`src/rtl/uart_os_defs_pkg.sv`:
```
// Shared types and constants for the oversampling UART receiver.
package uart_os_defs;

  localparam int unsigned MIN_DATA_BITS = 5;
  localparam int unsigned MAX_DATA_BITS = 9;

  typedef enum logic [2:0] {
    IDLE,
    START,
    DATA,
    PARITY,
    STOP,
    BREAK_WAIT
  } RxState_t;

  typedef struct packed {
    logic brk;
    logic frame;
    logic parity;
  } RxErr_t;

endpackage

```
`src/rtl/uart_os_fifo.sv`:
```
// Generic first-word-fall-through synchronous FIFO with registered level/full/empty.
module uart_os_fifo #(
  parameter int unsigned WIDTH = 12,
  parameter int unsigned DEPTH = 16
) (
  input  logic                     clk,
  input  logic                     rst_n,
  input  logic                     push,
  input  logic [WIDTH-1:0]         wr_data,
  input  logic                     pop,
  output logic [WIDTH-1:0]         rd_data,
  output logic [$clog2(DEPTH):0]   level,
  output logic                     full,
  output logic                     empty
);

  localparam int unsigned AW = $clog2(DEPTH);
  localparam int unsigned LW = AW + 1;

  logic [WIDTH-1:0] mem [DEPTH];
  logic [AW-1:0]    wr_ptr, rd_ptr;
  logic [LW-1:0]    count_n;
  logic             wr_c, rd_c;

  // A pop frees the slot in the same cycle, so a full FIFO still accepts a push then.
  assign rd_c    = pop && !empty;
  assign wr_c    = push && (!full || rd_c);
  assign rd_data = mem[rd_ptr];

  always_comb begin
    count_n = level;
    if (wr_c && !rd_c)      count_n = level + LW'(1);
    else if (!wr_c && rd_c) count_n = level - LW'(1);
  end

  always_ff @(posedge clk or negedge rst_n) begin
    if (!rst_n) begin
      for (int unsigned i = 0; i < DEPTH; i++) mem[i] <= '0;
    end else if (wr_c) begin
      mem[wr_ptr] <= wr_data;
    end
  end

  always_ff @(posedge clk or negedge rst_n) begin
    if (!rst_n) begin
      wr_ptr <= '0;
      rd_ptr <= '0;
      level  <= '0;
      full   <= 1'b0;
      empty  <= 1'b1;
    end else begin
      if (wr_c) wr_ptr <= wr_ptr + AW'(1);
      if (rd_c) rd_ptr <= rd_ptr + AW'(1);
      level <= count_n;
      full  <= (count_n == LW'(DEPTH));
      empty <= (count_n == '0);
    end
  end

endmodule

```
`src/rtl/uart_rx_os.sv`:
```
// Oversampling UART receiver: synchroniser, tick divider, framing FSM, FWFT FIFO and RTS.
module uart_rx_os
  import uart_os_defs::*;
#(
  parameter int unsigned DATA_MAX   = 9,
  parameter int unsigned OVERSAMPLE = 16,
  parameter int unsigned FIFO_DEPTH = 16,
  parameter int unsigned DIV_W      = 16,
  parameter int unsigned RTS_MARGIN = 2
) (
  input  logic                          clk,
  input  logic                          rst_n,
  input  logic                          enable_i,
  input  logic [DIV_W-1:0]              divider_i,
  input  logic [3:0]                    data_bits_i,
  input  logic                          parity_en_i,
  input  logic                          parity_odd_i,
  input  logic                          stop2_i,
  input  logic                          rx_i,
  output logic                          rts_n_o,
  output logic [DATA_MAX-1:0]           d_o,
  output logic [2:0]                    d_err_o,
  output logic                          d_valid_o,
  input  logic                          d_ready_i,
  output logic [$clog2(FIFO_DEPTH):0]   level_o,
  output logic                          full_o,
  output logic                          empty_o,
  output logic                          overrun_o,
  input  logic                          overrun_clr_i,
  output logic                          break_o
);

  localparam int unsigned SC_W  = $clog2(OVERSAMPLE);
  localparam int unsigned LVL_W = $clog2(FIFO_DEPTH) + 1;
  localparam int unsigned ENT_W = DATA_MAX + $bits(RxErr_t);
  localparam logic [SC_W-1:0] S_LO  = SC_W'(OVERSAMPLE/2 - 1);
  localparam logic [SC_W-1:0] S_MID = SC_W'(OVERSAMPLE/2);
  localparam logic [SC_W-1:0] S_HI  = SC_W'(OVERSAMPLE/2 + 1);
  localparam logic [SC_W-1:0] S_END = SC_W'(OVERSAMPLE - 1);

  RxState_t            state_q, state_n;
  logic                rx_m, rx_s, rx_d;
  logic [DIV_W-1:0]    div_cnt, div_last;
  logic [SC_W-1:0]     samp_cnt;
  logic                s_lo, s_mid;
  logic                tick_c, decide_c, bit_end_c, maj_c;
  logic [3:0]          nbits_c, nbits_q, bit_idx;
  logic                par_en_q, par_odd_q, stop2_q, stop_idx;
  logic [DATA_MAX-1:0] data_q;
  logic                par_bit_q, frame_q, par_err_c;
  logic                start_c, push_c, brk_c, pop_c, ovf_c;
  RxErr_t              ent_err_c;
  logic [ENT_W-1:0]    rd_data;

  // Two-flop synchroniser plus one delayed copy for falling-edge detection.
  always_ff @(posedge clk or negedge rst_n) begin
    if (!rst_n) begin
      rx_m <= 1'b1;
      rx_s <= 1'b1;
      rx_d <= 1'b1;
    end else begin
      rx_m <= rx_i;
      rx_s <= rx_m;
      rx_d <= rx_s;
    end
  end

  // >= keeps the divider from running away if divider_i shrinks mid-count.
  assign div_last = (divider_i == '0) ? '0 : divider_i - DIV_W'(1);
  assign tick_c   = (div_cnt >= div_last);

  always_ff @(posedge clk or negedge rst_n) begin
    if (!rst_n) begin
      div_cnt  <= '0;
      samp_cnt <= '0;
      s_lo     <= 1'b1;
      s_mid    <= 1'b1;
    end else if (start_c) begin
      div_cnt  <= '0;
      samp_cnt <= '0;
    end else begin
      div_cnt <= tick_c ? '0 : div_cnt + DIV_W'(1);
      if (tick_c) begin
        samp_cnt <= (samp_cnt == S_END) ? '0 : samp_cnt + SC_W'(1);
        if (samp_cnt == S_LO)  s_lo  <= rx_s;
        if (samp_cnt == S_MID) s_mid <= rx_s;
      end
    end
  end

  assign decide_c  = tick_c && (samp_cnt == S_HI);
  assign bit_end_c = tick_c && (samp_cnt == S_END);
  assign maj_c     = (s_lo & s_mid) | (s_lo & rx_s) | (s_mid & rx_s);
  assign par_err_c = par_en_q && ((^data_q ^ par_bit_q) != par_odd_q);

  always_comb begin
    nbits_c = data_bits_i;
    if (data_bits_i < 4'(MIN_DATA_BITS))      nbits_c = 4'(MIN_DATA_BITS);
    else if (data_bits_i > 4'(MAX_DATA_BITS)) nbits_c = 4'(MAX_DATA_BITS);
  end

  // Frame format is captured at the start edge and held for the whole frame.
  always_ff @(posedge clk or negedge rst_n) begin
    if (!rst_n) begin
      nbits_q   <= 4'(MIN_DATA_BITS);
      par_en_q  <= 1'b0;
      par_odd_q <= 1'b0;
      stop2_q   <= 1'b0;
      data_q    <= '0;
      bit_idx   <= '0;
      stop_idx  <= 1'b0;
      par_bit_q <= 1'b0;
      frame_q   <= 1'b0;
    end else if (start_c) begin
      nbits_q   <= nbits_c;
      par_en_q  <= parity_en_i;
      par_odd_q <= parity_odd_i;
      stop2_q   <= stop2_i;
      data_q    <= '0;
      bit_idx   <= '0;
      stop_idx  <= 1'b0;
      par_bit_q <= 1'b0;
      frame_q   <= 1'b0;
    end else begin
      if (decide_c && state_q == DATA)          data_q    <= data_q | (DATA_MAX'(maj_c) << bit_idx);
      if (decide_c && state_q == PARITY)        par_bit_q <= maj_c;
      if (decide_c && state_q == STOP && !maj_c) frame_q  <= 1'b1;
      if (bit_end_c && state_q == DATA)         bit_idx   <= bit_idx + 4'd1;
      if (bit_end_c && state_q == STOP)         stop_idx  <= 1'b1;
    end
  end

  always_ff @(posedge clk or negedge rst_n) begin
    if (!rst_n) state_q <= IDLE;
    else        state_q <= state_n;
  end

  always_comb begin
    state_n   = state_q;
    start_c   = 1'b0;
    push_c    = 1'b0;
    brk_c     = 1'b0;
    ent_err_c = '0;
    unique case (state_q)
      IDLE: begin
        if (rx_d && !rx_s) begin
          state_n = START;
          start_c = 1'b1;
        end
      end
      START: begin
        if (decide_c && maj_c) state_n = IDLE;
        else if (bit_end_c)    state_n = DATA;
      end
      DATA: begin
        if (bit_end_c && bit_idx == nbits_q - 4'd1) state_n = par_en_q ? PARITY : STOP;
      end
      PARITY: begin
        if (bit_end_c) state_n = STOP;
      end
      STOP: begin
        // Push at the decision of the last stop bit so the next start edge is not missed.
        if (decide_c) begin
          if (!stop_idx && !maj_c && data_q == '0 && !(par_en_q && par_bit_q)) begin
            push_c    = 1'b1;
            brk_c     = 1'b1;
            ent_err_c = '{brk: 1'b1, frame: 1'b1, parity: 1'b0};
            state_n   = BREAK_WAIT;
          end else if (stop_idx == stop2_q) begin
            push_c           = 1'b1;
            ent_err_c.frame  = frame_q | !maj_c;
            ent_err_c.parity = par_err_c;
            state_n          = IDLE;
          end
        end
      end
      BREAK_WAIT: begin
        if (rx_s) state_n = IDLE;
      end
      default: state_n = IDLE;
    endcase
    if (!enable_i) begin
      state_n = IDLE;
      start_c = 1'b0;
      push_c  = 1'b0;
      brk_c   = 1'b0;
    end
  end

  assign d_valid_o = !empty_o;
  assign pop_c     = d_valid_o && d_ready_i;
  assign ovf_c     = push_c && full_o && !pop_c;

  uart_os_fifo #(
    .WIDTH (ENT_W),
    .DEPTH (FIFO_DEPTH)
  ) u_fifo (
    .clk     (clk),
    .rst_n   (rst_n),
    .push    (push_c),
    .wr_data ({ent_err_c, data_q}),
    .pop     (pop_c),
    .rd_data (rd_data),
    .level   (level_o),
    .full    (full_o),
    .empty   (empty_o)
  );

  assign d_o     = rd_data[DATA_MAX-1:0];
  assign d_err_o = rd_data[ENT_W-1 -: 3];

  // Overrun set wins over a same-cycle clear.
  always_ff @(posedge clk or negedge rst_n) begin
    if (!rst_n) begin
      overrun_o <= 1'b0;
      break_o   <= 1'b0;
      rts_n_o   <= 1'b1;
    end else begin
      if (ovf_c)              overrun_o <= 1'b1;
      else if (overrun_clr_i) overrun_o <= 1'b0;
      break_o <= brk_c;
      rts_n_o <= !enable_i || (level_o >= LVL_W'(FIFO_DEPTH - RTS_MARGIN));
    end
  end

endmodule

```
`config.mk`:
```
export PLATFORM = sky130hd
export DESIGN_NAME = uart_rx_os
export DESIGN_NICKNAME = d
export VERILOG_FILES = /design/src/rtl/uart_os_defs_pkg.sv /design/src/rtl/uart_os_fifo.sv /design/src/rtl/uart_rx_os.sv
export SDC_FILE = /design/constraint.sdc
export NUM_CORES = 1
export LEC_CHECK = 0
export CORE_MARGIN = 2
export CORE_UTILIZATION = 30
export CTS_BUF_LIST = sky130_fd_sc_hd__clkbuf_8
export DETAILED_ROUTE_END_ITERATION = 8
export DONT_BUFFER_PORTS = 1
export GPL_ROUTABILITY_DRIVEN = 0
export PLACE_DENSITY = 0.46
export SETUP_SLACK_MARGIN = 0.5
export SLEW_MARGIN = 20
export SYNTH_ARGS = -nofsm -noshare
export SYNTH_HDL_FRONTEND = slang
export SYNTH_HIERARCHICAL = 1
export SYNTH_SLANG_ARGS = --single-unit
```
`constraint.sdc`:
```
create_clock -name clk -period 4.7 [get_ports clk]
set_input_delay 0.94 -clock clk [delete_from_list [all_inputs] [get_ports clk]]
set_output_delay 0.94 -clock clk [all_outputs]
set_load 0.02 [all_outputs]
```
==> impl_metrics.ini, run 1 <==
[critical_path]
critPathKind = in -> reg
crit_path_start_kind = primary input
crit_chain = or4_4 > nor4_4 > and2b_2 > nand3_2 > xnor2_1 > nand2_1 > ha_4 > nand4_1 > nor3_2 > nand3b_1 > o211ai_4 > nand2_2 > nor3_4 > nor2b_4 > buf_6 > nand2_4 > or3_4 > a31o_1 > nor3b_2
cp-end-kind = flop
critPathArrivalTime_ns = 4.63
critical_path_required_ns = 5.21
max_stage_delay_ns = 0.54
path_buf_inv = 1
critPathMaxFanout = 6
cpMaxStageDelayCell = or4_4
crit_family = simple AND/OR/NAND/NOR gates

[die]
die-area_sq_mm = 0.04523
rows = 76
die_w_microns = 212.7
io_pins = 52
die_y_microns = 212.7
start_util_pct = 30.39
core_sq_mm = 0.04298

[power]
p_sw_share_pct = 31.33
combPwrFrac_pct = 16.0
p_int_uw = 3764
switching_power_uw = 1717
p_clk_share_pct = 34.5
seqPwrFrac_pct = 49.5
ir_worst_vdd_uv = 169.3
p_per_area_mw_per_mm2 = 363.7
p_leak_uw = 0.007106

[yosys]
ys_ff_latch = 261
seq_area_frac_synth_pct = 50.09
ys_async_sr_fraction_pct = 100.0
synth_top_area_share_pct = 48.28
synth-simple-area-share_pct = 10.19
synth_top_flop_cell = dfrtp_1
synth_top_cell_by_area = dfrtp_1
synth-edff-count = 0
synth_top_family_by_area = multiplexers
syn-num-nets = 1077
syn-cell-area_sq_mm = 0.01306
synth_compound_area_share_pct = 4.646
muxShareOfSynthArea_pct = 25.24
synth_adder_area_share_pct = 3.439
synth_area_leaders = dfrtp_1, mux2_2, mux4_2
yosysUniqueCellTypes = 65
synthCells = 1013
synth_xor_area_share_pct = 3.477
avgSynthCellArea_sq_um = 12.89
yosys_warnings = 6

[layout]
multi_input_area_sq_mm = 0.006374
antenna_cells = 0
fin_cells = 1655
drive_above_1_share_pct = 37.94
ff_latch_area_sq_mm = 0.006548
fill_cells = 4305
fin_nets = 1108
area_growth_pct = 15.36

[detailed_routing]
drt_iter0_markers = 506
first_pass_iters = 4
ant_nets = 0
drcViolationCount = 0
viasPerCell = 4.837
wirelength_microns = 30300
wire_per_inst_microns = 18.31
dr_total_vias = 8005

[timing]
max_freq_mhz = 243.0
period_share_pct = 87.57
min_period_ns = 4.116
final-setup-viol-count = 0
finalHoldViolCount = 0
rsz0062_at_grt = yes
slew_violations = 0
fin_skew_ns = 0.02167
tightest_slew_ns = 1.060
slew_headroom_pct = 29.05
setup_tns_ns = 0

[cts]
cts_tree = built
cts.sinks = 261
cts_buffers = 45
worstSkewPairLatency_ns = 0.59
path_clk_slew_ns = 0.06
clockBufferDepth = 3
hold_buffers = 0
clock_tree.root_cell = clkbuf_8
htreeDepth = 2

[run]
drv_cap = 0

[place]
post-dp-hpwl_microns = 18980
port_buffers = 0
dp.cells = 1576

[worst_hold_path]
hold_class = in -> async

[global_route]
overflow = 0
grt_util_all_layers_pct = 13.94
grt_pass1_wl_microns = 48710
antenna_found_initial = 0
grt_max_degree = 262
grt_pass1_vias = 8321

[status]
status = complete, no violations
cells by family after synthesis:
| logic type | after synthesis |
|---|---|
| flip-flops | 261 |
| AND/OR/NAND/NOR | 249 |
| multiplexers | 245 |
| buffers and inverters | 86 |
| AO/OA/AOI/OAI | 85 |
| XOR/XNOR | 51 |
| adder cells (fa/ha/maj) | 36 |
path summary, 6_finish.rpt:
kind                                               end  depth (start not counted)                  start  slack (ns)
setup / recovery                 u_fifo/full$_DFF_PN0_                         19           divider_i[9]        0.58
hold / removal                  nbits_q[1]$_DFFE_PN0P_                          0                  rst_n        0.08
setup reg to reg                 u_fifo/full$_DFF_PN0_                         12  data_q[3]$_DFFE_PN0P_        1.48
hold reg to reg                         rx_s$_DFF_PN1_                          0         rx_m$_DFF_PN1_        0.36
max in group asynchronous  u_fifo/mem[177]$_DFFE_PN0P_                          0                  rst_n        3.93
min in group clk                        rx_s$_DFF_PN1_                          0         rx_m$_DFF_PN1_        0.36
state kept, by name (all words and copies together), names as in the netlist, 3 cells and up:
signal and count:
state_q 3, u_fifo/mem 192, samp_cnt 4, u_fifo/wr_ptr 4, u_fifo/level 5, u_fifo/rd_ptr 4
bit_idx 4, nbits_q 4, data_q 9, div_cnt 16
Yosys cell counts, types with 2 or more instances:
library cell / n
dfrtp_1: 252
mux2_2: 194
nand2_1: 74
nor2_1: 51
mux4_2: 48
ha_1: 35
clkbuf_1: 34
xnor2_1: 28
a22oi_1: 24
inv_1: 24
xor2_1: 22
buf_2: 20
nand3_1: 20
a21oi_1: 15
nor2b_1: 15
nor3_1: 14
o21ai_0: 14
nand4_1: 13
nand3_2: 12
dfstp_2: 9
nand2b_1: 8
buf_4: 7
and3_1: 6
a22o_1: 5
nand3b_1: 5
nor4_1: 5
and2_1: 4
nor3b_1: 4
o22ai_1: 4
a31oi_1: 3
nand4_2: 3
o41ai_1: 3
or4_1: 3
mux2i_1: 2
o21a_1: 2
or3_1: 2
timing repair:
action                     in CTS  in global routing
gates resized for setup         1                 16
setup endpoints to repair       2                198
hold endpoints to repair        0                  0
pin swaps                       0                  5
buffers inserted                0                  6
through the flow:
stage	power (uW)	cell area [sq um]	hold WS [ns]	util, %	setup WS (ns)
floorplan	3301	13260	0.3452	-	0.1200
global placement	3614	14120	0.3497	32.86	-0.1583
detailed placement	3617	14120	0.3490	32.86	-0.1536
CTS	5571	14910	0.02150	34.70	0.5052
global route	5814	15070	0.03395	35.06	0.3505
finish	5481	15070	0.08230	35.06	0.5840
per-layer routing:
metal  GRT usage (%)  wire length (microns)
met1           19.37                  14690
met4           3.593                    471
met5               0                      0
met3           2.824                   1175
met2           22.27                  13960
layout by cell type, fill, tap and decap left out, types with 5 or more instances in the layout:
| cell | netlist | layout |
|---|---|---|
| a22o_1 | 5 | 5 |
| nand2b_1 | 8 | 8 |
| nor2b_1 | 15 | 12 |
| a21oi_1 | 15 | 15 |
| nand2_1 | 74 | 70 |
| xnor2_1 | 28 | 27 |
| nand3_2 | 12 | 10 |
| xor2_1 | 22 | 22 |
| ha_1 | 35 | 32 |
| and3_1 | 6 | 6 |
| buf_4 | 7 | 30 |
| buf_12 | 0 | 15 |
| a22oi_1 | 24 | 24 |
| clkbuf_8 | 0 | 50 |
| nor3_1 | 14 | 10 |
| nand3_1 | 20 | 19 |
| dfrtp_1 | 252 | 250 |
| inv_1 | 24 | 44 |
| dfstp_2 | 9 | 9 |
| mux2_2 | 194 | 194 |
| nand3b_1 | 5 | 5 |
| mux4_2 | 48 | 48 |
| nor2_1 | 51 | 51 |
| nand4_1 | 13 | 13 |
| o21ai_0 | 14 | 14 |
power groups by stage:
stage | Combinational (uW) | Sequential [uW] | Clock [uW]
after CTS | 866 | 2720 | 1980
after floorplan | 763 | 2540 | 0
after global routing | 971 | 2760 | 2090
after detailed placement | 859 | 2760 | 0
final | 879 | 2710 | 1890
after global placement | 852 | 2760 | 0
cell type report:
class | instances | share of cell area [%]
inverters | 24 | 0.5978
well taps | 585 | 4.857
clock inverters | 23 | 0.6725
repair buffers | 46 | 3.562
flip-flops and latches | 261 | 43.45
multi-input cells | 666 | 42.29
clock buffers | 50 | 4.567
(Power assumes the default switching activity.)
==> run 2, diff against run 1 <==
- SYNTH_HIERARCHICAL: 1 -> unset
==> impl_metrics.ini, run 2 <==
[status]
status = complete, no violations

[detailed_routing]
first_pass_iters = 4
ant_nets = 0
wirelength_microns = 32570
wire_per_inst_microns = 19.84
drcViolationCount = 0
viasPerCell = 4.783
drt_iter0_markers = 416
wl_met1_microns = 15240
met3WireLength_microns = 1336
highest_layer = met4
dr_total_vias = 7854
wl_met2_microns = 15420

[global_route]
grt_pass1_wl_microns = 52310
grt_pass1_vias = 8686
grt_max_degree = 168
grt_util_all_layers_pct = 15.28
overflow = 0
antenna_found_initial = 0

[yosys]
synth-edff-count = 0
synthCells = 986
ys_async_sr_fraction_pct = 100.0
seq_area_frac_synth_pct = 49.91
synth_area_leaders = dfrtp_1, mux2_2, mux4_2
synth_top_cell_by_area = dfrtp_1
synth_xor_area_share_pct = 3.207
synth_compound_area_share_pct = 3.732
yosysUniqueCellTypes = 62
synth_top_area_share_pct = 48.11
yosys_warnings = 0
ys_ff_latch = 261
synth-simple-area-share_pct = 9.183
yosysMostFrequentCell = dfrtp_1
muxShareOfSynthArea_pct = 27.14
synthTopCellsByCount = dfrtp_1, mux2_2, mux4_2
syn-cell-area_sq_mm = 0.01311
synth_top_flop_cell = dfrtp_1
avgSynthCellArea_sq_um = 13.29
synth_top_family_by_area = multiplexers
synth_adder_area_share_pct = 3.522
syn-num-nets = 1051

[cts]
cts_buffers = 47
cts_tree = built
htreeDepth = 2
path_clk_slew_ns = 0.06
clock_tree.root_cell = clkbuf_8
clockBufferDepth = 3
cts.sinks = 261
worstSkewPairLatency_ns = 0.61

[timing]
finalHoldViolCount = 0
fin_skew_ns = 0.02728
rsz0062_at_grt = no
final-setup-viol-count = 0
slew_headroom_pct = 37.93
min_period_ns = 3.953
max_freq_mhz = 252.9
slew_violations = 0
tightest_slew_ns = 0.9279
period_share_pct = 84.12

[die]
rows = 76
die-area_sq_mm = 0.04538
core_sq_mm = 0.04308
io_pins = 52
die_w_microns = 213.0
die_y_microns = 213.0
start_util_pct = 30.43

[layout]
drive_above_1_share_pct = 38.98
reg_top3 = u_fifo.mem: 192 flops, div_cnt: 16 flops, data_q: 9 flops
antenna_cells = 0
layout_commonest_cell = dfrtp_1
fill_cells = 4215
ff_latch_area_sq_mm = 0.006550
multi_input_area_sq_mm = 0.006447
final_cell_mix = dfrtp_1, mux2_2, clkbuf_8
regMostFlops = u_fifo.mem
area_growth_pct = 17.70
largest_reg_flops = 192
fin_nets = 1090
final_util_pct = 35.81

[critical_path]
critPathMaxFanout = 9
cp-end-kind = flop
critPathKind = in -> reg
critical_path_required_ns = 5.17
crit_path_start_kind = primary input
critPathArrivalTime_ns = 4.43

[worst_hold_path]
hold_class = in -> async

[power]
power.total_uw = 5730
p_per_area_mw_per_mm2 = 371.4
p_leak_uw = 0.007049
ir_worst_vdd_uv = 219.2

[place]
post-dp-hpwl_microns = 19860
port_buffers = 0

[run]
drv_cap = 0
[run 2: cell count changes after synthesis, sizes merged, moves of 7 or more]
cell / delta
and3: +7
nor2b: -12
nand3: -18
nor2: +16
a22oi: -23
a21oi: +21
mux4: +12
nand2: -12
[run 2: per-stage QoR]
stage	setup WS, ns	std cells	TNS (ns)	hold slack (ns)	instance area (sq um)
6_report	0.7465	1642	0	0.06683	15430
5_1_grt	0.5255	1642	0	0.008746	15430
4_1_cts	0.6385	1641	0	0.001890	15390
3_5_place_dp	-0.003023	1552	-0.003023	0.3489	14300
3_3_place_gp	0.003762	1552	0	0.3482	14300
2_1_floorplan	0.2931	986	0	0.3452	13450
[run 2: path summary, 6_finish.rpt]
kind / start / endpoint / slack, ns / depth (start not counted)
worst max-delay path: divider_i[7] / u_fifo.mem[146]$_DFFE_PN0P_ / 0.75 / 15
worst min-delay path: rst_n / u_fifo.mem[69]$_DFFE_PN0P_ / 0.07 / 0
worst max register to register: data_q[0]$_DFFE_PN0P_ / u_fifo.mem[146]$_DFFE_PN0P_ / 1.19 / 11
worst min register to register: rx_m$_DFF_PN1_ / rx_s$_DFF_PN1_ / 0.35 / 0
max in group asynchronous: rst_n / u_fifo.rd_ptr[0]$_DFFE_PN0P_ / 2.88 / 1
min in group clk: rx_i / rx_m$_DFF_PN1_ / 0.33 / 0
[run 2: layout make-up]
cell class	count	share of cell area (%)
multi-input cells	637	41.79
well taps	585	4.745
clock inverters	18	0.7056
inverters	28	0.6813
flip-flops and latches	261	42.46
repair buffers	50	3.998
clock buffers	63	5.620
[run 2: cell families after synthesis]
logic type / after synthesis
adders and majority gates: 37
buffers and inverters: 88
AOI/OAI and AO/OA: 78
muxes: 256
xor gates and xnor gates: 48
DFF: 261
and+or+nand+nor: 218
[run 2: worst max-delay path, stage by stage]
cell and delay (ns):
or3_4 0.39, or2_4 0.28, or4_4 0.43, nor3_2 0.11, a21oi_1 0.06, ha_1 0.29
nand4_1 0.14, a211oi_2 0.20, a32oi_2 0.18, a21oi_2 0.22, and3_4 0.35, nand2_8 0.11
nor3_4 0.24, buf_12 0.17, mux2_2 0.33
[run 2: power by group]
part	switching (uW)	internal, uW
registers	397	2370
clock network	962	1240
logic	347	415
[run 2: repair_timing]
| item | 4_1_cts | 5_1_grt |
|---|---|---|
| hold buffers | 8 | 0 |
| hold endpoints to repair | 12 | 0 |
| gates resized for setup | 0 | 6 |
| setup buffers | 0 | 1 |
| setup endpoints to repair | 0 | 135 |
[run 2: layer usage]
metal,global-route usage [%],vias to the layer above
met4,3.882,0
li1,-,3631
met1,20.84,4063
met5,0,-
met3,3.545,46
met2,24.51,114
